===== src/rtl/mux_n_1_stream_if.sv =====
// Stream bundle between N producers, the multiplexer and one consumer.
interface mux_n_1_stream_if #(
  parameter int unsigned WIDTH = 8,
  parameter int unsigned N     = 4,
  localparam int unsigned SEL_W = (N > 1) ? $clog2(N) : 1
);

  logic [N*WIDTH-1:0] in_data;
  logic [N-1:0]       in_valid;
  logic [N-1:0]       in_ready;
  logic [WIDTH-1:0]   out_data;
  logic               out_valid;
  logic [SEL_W-1:0]   out_chan;
  logic               out_ready;

  // Environment side: drives producer streams and consumer ready.
  modport master (
    output in_data, in_valid, out_ready,
    input  in_ready, out_data, out_valid, out_chan
  );

  // Multiplexer side.
  modport slave (
    input  in_data, in_valid, out_ready,
    output in_ready, out_data, out_valid, out_chan
  );

endinterface


===== src/rtl/mux_n_1_stream.sv =====
// N:1 stream multiplexer, fixed-select or round-robin, one registered output slot.
module mux_n_1_stream #(
  parameter int unsigned WIDTH = 8,
  parameter int unsigned N     = 4,
  localparam int unsigned SEL_W = (N > 1) ? $clog2(N) : 1
) (
  input  logic             clk,
  input  logic             rst_n,
  input  logic             mode,
  input  logic [SEL_W-1:0] sel,
  mux_n_1_stream_if.slave  bus
);

  logic             r_out_valid;
  logic [WIDTH-1:0] r_out_data;
  logic [SEL_W-1:0] r_out_chan;
  logic [SEL_W-1:0] r_last;

  logic             w_space;
  logic             w_has;
  logic [SEL_W-1:0] w_c;
  logic             w_hi_has;
  logic [SEL_W-1:0] w_hi_c;
  logic             w_lo_has;
  logic [SEL_W-1:0] w_lo_c;
  logic [WIDTH-1:0] w_data;
  logic [N-1:0]     w_ready;

  assign w_space = !r_out_valid || bus.out_ready;

  // Channel choice; round-robin prefers the first valid above last, else wraps to the lowest.
  always_comb begin
    w_has    = 1'b0;
    w_c      = '0;
    w_hi_has = 1'b0;
    w_hi_c   = '0;
    w_lo_has = 1'b0;
    w_lo_c   = '0;
    if (!mode) begin
      for (int unsigned i = 0; i < N; i++) begin
        if (SEL_W'(i) == sel && bus.in_valid[i]) begin
          w_has = 1'b1;
          w_c   = SEL_W'(i);
        end
      end
    end else begin
      for (int unsigned i = 0; i < N; i++) begin
        if (bus.in_valid[i]) begin
          if (SEL_W'(i) > r_last) begin
            if (!w_hi_has) begin
              w_hi_has = 1'b1;
              w_hi_c   = SEL_W'(i);
            end
          end else if (!w_lo_has) begin
            w_lo_has = 1'b1;
            w_lo_c   = SEL_W'(i);
          end
        end
      end
      w_has = w_hi_has || w_lo_has;
      w_c   = w_hi_has ? w_hi_c : w_lo_c;
    end
  end

  // Data slice of the chosen channel and the one-hot ready vector.
  always_comb begin
    w_data  = '0;
    w_ready = '0;
    for (int unsigned i = 0; i < N; i++) begin
      if (SEL_W'(i) == w_c) begin
        w_data = bus.in_data[i*WIDTH +: WIDTH];
      end
      w_ready[i] = w_space && w_has && (SEL_W'(i) == w_c);
    end
  end

  // Output slot: load on accept (replacing a draining word), clear valid on drain only.
  always_ff @(posedge clk or negedge rst_n) begin
    if (!rst_n) begin
      r_out_valid <= 1'b0;
      r_out_data  <= '0;
      r_out_chan  <= '0;
      r_last      <= SEL_W'(N - 1);
    end else if (w_space && w_has) begin
      r_out_valid <= 1'b1;
      r_out_data  <= w_data;
      r_out_chan  <= w_c;
      if (mode) begin
        r_last <= w_c;
      end
    end else if (r_out_valid && bus.out_ready) begin
      r_out_valid <= 1'b0;
    end
  end

  assign bus.in_ready  = w_ready;
  assign bus.out_valid = r_out_valid;
  assign bus.out_data  = r_out_data;
  assign bus.out_chan  = r_out_chan;

endmodule

===== src/flat_wrapper.sv =====
// flat-port wrapper written by rule: the top's interface ports become plain ports
module mux_n_1_stream_flat 
#(
  parameter int unsigned WIDTH = 8,
  parameter int unsigned N     = 4,
  localparam int unsigned SEL_W = (N > 1) ? $clog2(N) : 1
)
  (clk, rst_n, mode, sel, bus_in_data, bus_in_valid, bus_out_ready, bus_in_ready, bus_out_data, bus_out_valid, bus_out_chan);
  mux_n_1_stream_if #(.WIDTH(WIDTH), .N(N)) bus_i ();
  input  logic clk;
  input  logic rst_n;
  input  logic mode;
  input  logic [SEL_W-1:0] sel;
  input wire logic [$bits(bus_i.in_data)-1:0] bus_in_data;
  input wire logic [$bits(bus_i.in_valid)-1:0] bus_in_valid;
  input wire logic [$bits(bus_i.out_ready)-1:0] bus_out_ready;
  output wire logic [$bits(bus_i.in_ready)-1:0] bus_in_ready;
  output wire logic [$bits(bus_i.out_data)-1:0] bus_out_data;
  output wire logic [$bits(bus_i.out_valid)-1:0] bus_out_valid;
  output wire logic [$bits(bus_i.out_chan)-1:0] bus_out_chan;
  assign bus_i.in_data = bus_in_data;
  assign bus_i.in_valid = bus_in_valid;
  assign bus_i.out_ready = bus_out_ready;
  assign bus_in_ready = bus_i.in_ready;
  assign bus_out_data = bus_i.out_data;
  assign bus_out_valid = bus_i.out_valid;
  assign bus_out_chan = bus_i.out_chan;
  mux_n_1_stream #(.WIDTH(WIDTH), .N(N)) u_core (.clk(clk), .rst_n(rst_n), .mode(mode), .sel(sel), .bus(bus_i));
endmodule

===== config.mk =====
export PLATFORM = sky130hd
export DESIGN_NAME = mux_n_1_stream_flat
export DESIGN_NICKNAME = d
export VERILOG_FILES = /design/src/rtl/mux_n_1_stream_if.sv /design/src/rtl/mux_n_1_stream.sv /design/src/flat_wrapper.sv
export SDC_FILE = /design/constraint.sdc
export NUM_CORES = 1
export LEC_CHECK = 0
export CORE_ASPECT_RATIO = 1.4
export CORE_UTILIZATION = 38
export DETAILED_ROUTE_END_ITERATION = 10
export GPL_TIMING_DRIVEN = 1
export HOLD_SLACK_MARGIN = 0.08
export MAX_ROUTING_LAYER = met4
export PLACE_DENSITY = 0.9
export SLEW_MARGIN = 0
export SYNTH_ARGS = -nofsm -noshare
export SYNTH_HDL_FRONTEND = slang
export SYNTH_SLANG_ARGS = --single-unit

===== constraint.sdc =====
create_clock -name clk -period 3.3 [get_ports clk]
set_input_delay 0.825 -clock clk [delete_from_list [all_inputs] [get_ports clk]]
set_output_delay 0.825 -clock clk [all_outputs]
set_load 0.02 [all_outputs]

==> flow_summary.rst <==
.. list-table::
   :header-rows: 1

   * - Metric
     - Value
   * - Clock tree skew after final layout
     - 0.00404 ns
   * - Routed via count divided by cell count
     - 5.37
   * - Net count of the mapped netlist
     - 135
   * - Transition time of the tightest slew-check pin
     - 0.616 ns
   * - Most common cell after layout, fill and taps aside
     - clkdlybuf4s50_1
   * - Top-level I/O count
     - 57
   * - Reg-to-reg critical path startpoint
     - u_core.r_last[1]
   * - Critical path endpoint category
     - output pin
   * - Insertion delay of the later-clocked pin in the worst-skew pair
     - approximately 0.29 ns
   * - Required time reported for the critical path endpoint
     - 2.47 ns
   * - Total core area
     - roughly 0.0025 mm^2
   * - Post-Synthesis Mean Instance Area
     - 11.0 um^2
   * - PnR worst setup slack
     - roughly 0.041 ns
   * - Wire length of the first global-routing pass
     - 4830 um
   * - Layout cell share with drive strength beyond 1
     - 30.5%
   * - Total standard cell area after synthesis
     - 0.00102 mm^2
   * - Worst rel slew slack
     - 58.8%
   * - Clock tree from TritonCTS
     - built
   * - Arrival time of data at the critical path endpoint
     - 2.43 ns
   * - Final number of hold-violating endpoints
     - 0
   * - Setup Crit Path Kind
     - in2out
   * - Startpoint types
     - primary input
   * - Count of clock tree sinks
     - 13
   * - Buffer type at the clock tree root
     - clkbuf_4
   * - Final min period
     - between 3 and 4 ns
   * - Final global-route overflow total
     - 0
   * - Share of power burned in the clock network
     - 12.8%
   * - Path category of the worst min-delay check
     - reg2reg
   * - Worst hold path cell count
     - 2
   * - Top fanout value on the critical path
     - 3
   * - Total internal power
     - 507 uW
   * - H-tree levels
     - 1
   * - Count of warnings emitted by yosys
     - 0
   * - Cell taking the most area after synthesis
     - dfrtp_1
   * - Final period util
     - a little over nine tenths
   * - Die area
     - 0.00291 mm^2
   * - Overall die width
     - 45.9 um
   * - Origin of the worst min-delay path
     - u_core.bus.out_chan[1]
   * - Clock Pin Slew Worst Setup and Hold Paths
     - about 0.090 ns
   * - Peak supply drop
     - 334 uV
   * - Proportion of netlist area held by the largest area contributor
     - 26.9%
   * - Crit. Startpoint
     - bus_in_valid[0]
   * - Total wirelength of the detailed-routed design
     - 3140 um
   * - Setup slack at placement
     - -0.616 ns
   * - Detailed Route Iter0 Violations
     - 27
   * - Count of buffers from port buffering
     - 56
   * - Number of DRC violations after detailed routing
     - 0
   * - Final Core Density
     - 68.6%
   * - Maximum number of pins on one net before global-route repair
     - 14
   * - ANT nets after route
     - 0
   * - Leakage dissipation
     - 0.000760 uW
   * - Final max-slew violation count
     - 0
   * - Number of vias in the routed layout
     - about 1.1k
   * - Sequential-to-total area share from yosys stat
     - 32.0%
   * - Post-synth cell types
     - 33
   * - Number of diodes
     - 0
   * - Final RePlAce weighted congestion
     - 0.890
   * - Max-cap check violation count
     - 0
   * - Hold bufs inserted after CTS
     - 0
   * - Nets
     - 207
   * - Overall fraction of global-route tracks in use
     - 23.4%
   * - Instance count of the mapped netlist
     - 93
   * - RSZ-0062 raised after global routing
     - false
   * - Run status
     - finished, final reports clean
   * - Seq pwr share
     - 30.4%
   * - Power Dens Cells
     - 483 mW/mm^2
   * - Site row count
     - 21
   * - Final setup vio count
     - 0
   * - Initial Utilization
     - 41.4%
   * - Flop and latch count out of synthesis
     - 13
   * - Switching power summed over all nets
     - 312 uW
   * - Number of buffers on the longest clock path
     - 2
   * - TritonRoute pass-1 iters
     - 4
   * - Antenna violations before repair
     - 0
   * - Worst reg-to-reg path cell count
     - 8
   * - Number of global-route vias before repair
     - between 1k and 1.5k
   * - Combinational share of power
     - 56.7%
   * - Post-detailed-placement half-perimeter wirelength
     - around 2500 um
   * - Top cells by area in the synthesized netlist
     - dfrtp_1, mux2i_1, o221ai_2, dfstp_2, nand2_1
   * - Die Ht
     - 63.4 um
   * - Number of buffers created by CTS
     - 3
   * - Switching share of power
     - 38.1%
   * - Routed wire per std cell
     - around 16 um
   * - Most used cells in the layout excluding fill and tap cells
     - clkdlybuf4s50_1, mux2i_1, buf_4, nand2_1, dfrtp_1
   * - Area growth from synthesis to final layout
     - 65.6%
   * - Fmax
     - around 310 MHz
synth_stat cells:
cell type	n
dfstp_2	2
and3_1	1
nand2b_1	3
and3_4	1
o221ai_2	7
or2_2	1
inv_1	2
a31oi_2	1
nand3_1	1
nor2b_1	1
nor3b_1	3
dfrtp_1	11
a21oi_1	1
clkbuf_8	1
buf_2	1
nand2_2	1
mux2_4	1
a311oi_4	1
o221ai_1	1
mux4_2	1
mux2_2	3
nand2_1	14
o21ai_0	1
mux2i_1	18
nor3_1	1
or2b_2	1
o21a_1	1
buf_6	4
nor2_1	4
o32ai_1	1
a211o_2	1
o2bb2ai_1	1
nor2_4	1
timing repair:
item                       in CTS  in global routing
pin swaps                       3                  3
resized for setup              27                  4
setup endpoints to repair       4                  2
buffers inserted                2                  0
sequential cells by signal, summed over array words and instances (netlist names):
| register | count |
|---|---|
| u_core.bus.out_valid | 1 |
| u_core.bus.out_data | 8 |
| u_core.bus.out_chan | 2 |
| u_core.r_last | 2 |
power groups by stage:
stage | Combinational (uW) | Sequential (uW) | Clock (uW)
after CTS | 467 | 248 | 106
final | 465 | 249 | 105
after global routing | 490 | 254 | 116
after global placement | 445 | 248 | 0
after detailed placement | 460 | 251 | 0
after floorplan | 220 | 294 | 0
worst max-delay path: stages:
cell,delay (ns)
clkdlybuf4s50_1,0.45
mux4_2,0.49
o2bb2ai_2,0.17
buf_4,0.14
nor2_4,0.04
and3_1,0.17
buf_2,0.15
routing by layer:
| metal | global-route usage (%) | vias to the layer above | wire length, um |
|---|---|---|---|
| met5 | - | - | 0 |
| met4 | 9.56 | 0 | 71 |
| met3 | 2.87 | 9 | 170 |
| met2 | 44.0 | 43 | 1820 |
| met1 | 22.0 | 524 | 1080 |
| li1 | - | 487 | - |
stage by stage:
| step | hold slack [ns] | std cells | area (um^2) | TNS, ns | total power (uW) |
|---|---|---|---|---|---|
| after floorplan | 0.480 | 93 | 1020 | 0 | 514 |
| final | 0.498 | 198 | 1700 | 0 | 819 |
| after CTS | 0.499 | 198 | 1700 | 0 | 821 |
| after detailed placement | 0.462 | 192 | 1680 | -2.36 | 711 |
| after global placement | 0.473 | 192 | 1680 | -2.10 | 693 |
| after global routing | 0.518 | 198 | 1700 | 0 | 860 |
area by class of cell:
type                    count  area [um^2]
well taps                  34         42.5
repair buffers             73          659
fillers                   204          774
clock inverters             1         5.00
flip-flops and latches     13          328
multi-input cells          72          631
inverters                   2         7.51
clock buffers               3         22.5
path summary, 6_finish.rpt:
check                                    endpoint  slack (ns)
hold / removal             u_core.bus.out_chan[1]        0.50
setup reg to reg           u_core.bus.out_data[1]        0.90
min in group asynchronous  u_core.bus.out_chan[1]        0.91
setup / recovery                  bus_in_ready[2]        0.04
max in group asynchronous  u_core.bus.out_data[3]        1.99
hold reg to reg            u_core.bus.out_chan[1]        0.50
cell families after synthesis:
logic type,Yosys count,synth area share (%)
compound gates,16,19.3
simple gates,33,17.1
flops,13,32.0
buf+inv,8,6.97
mux,23,24.6
Power figures use the tool's default switching activity.
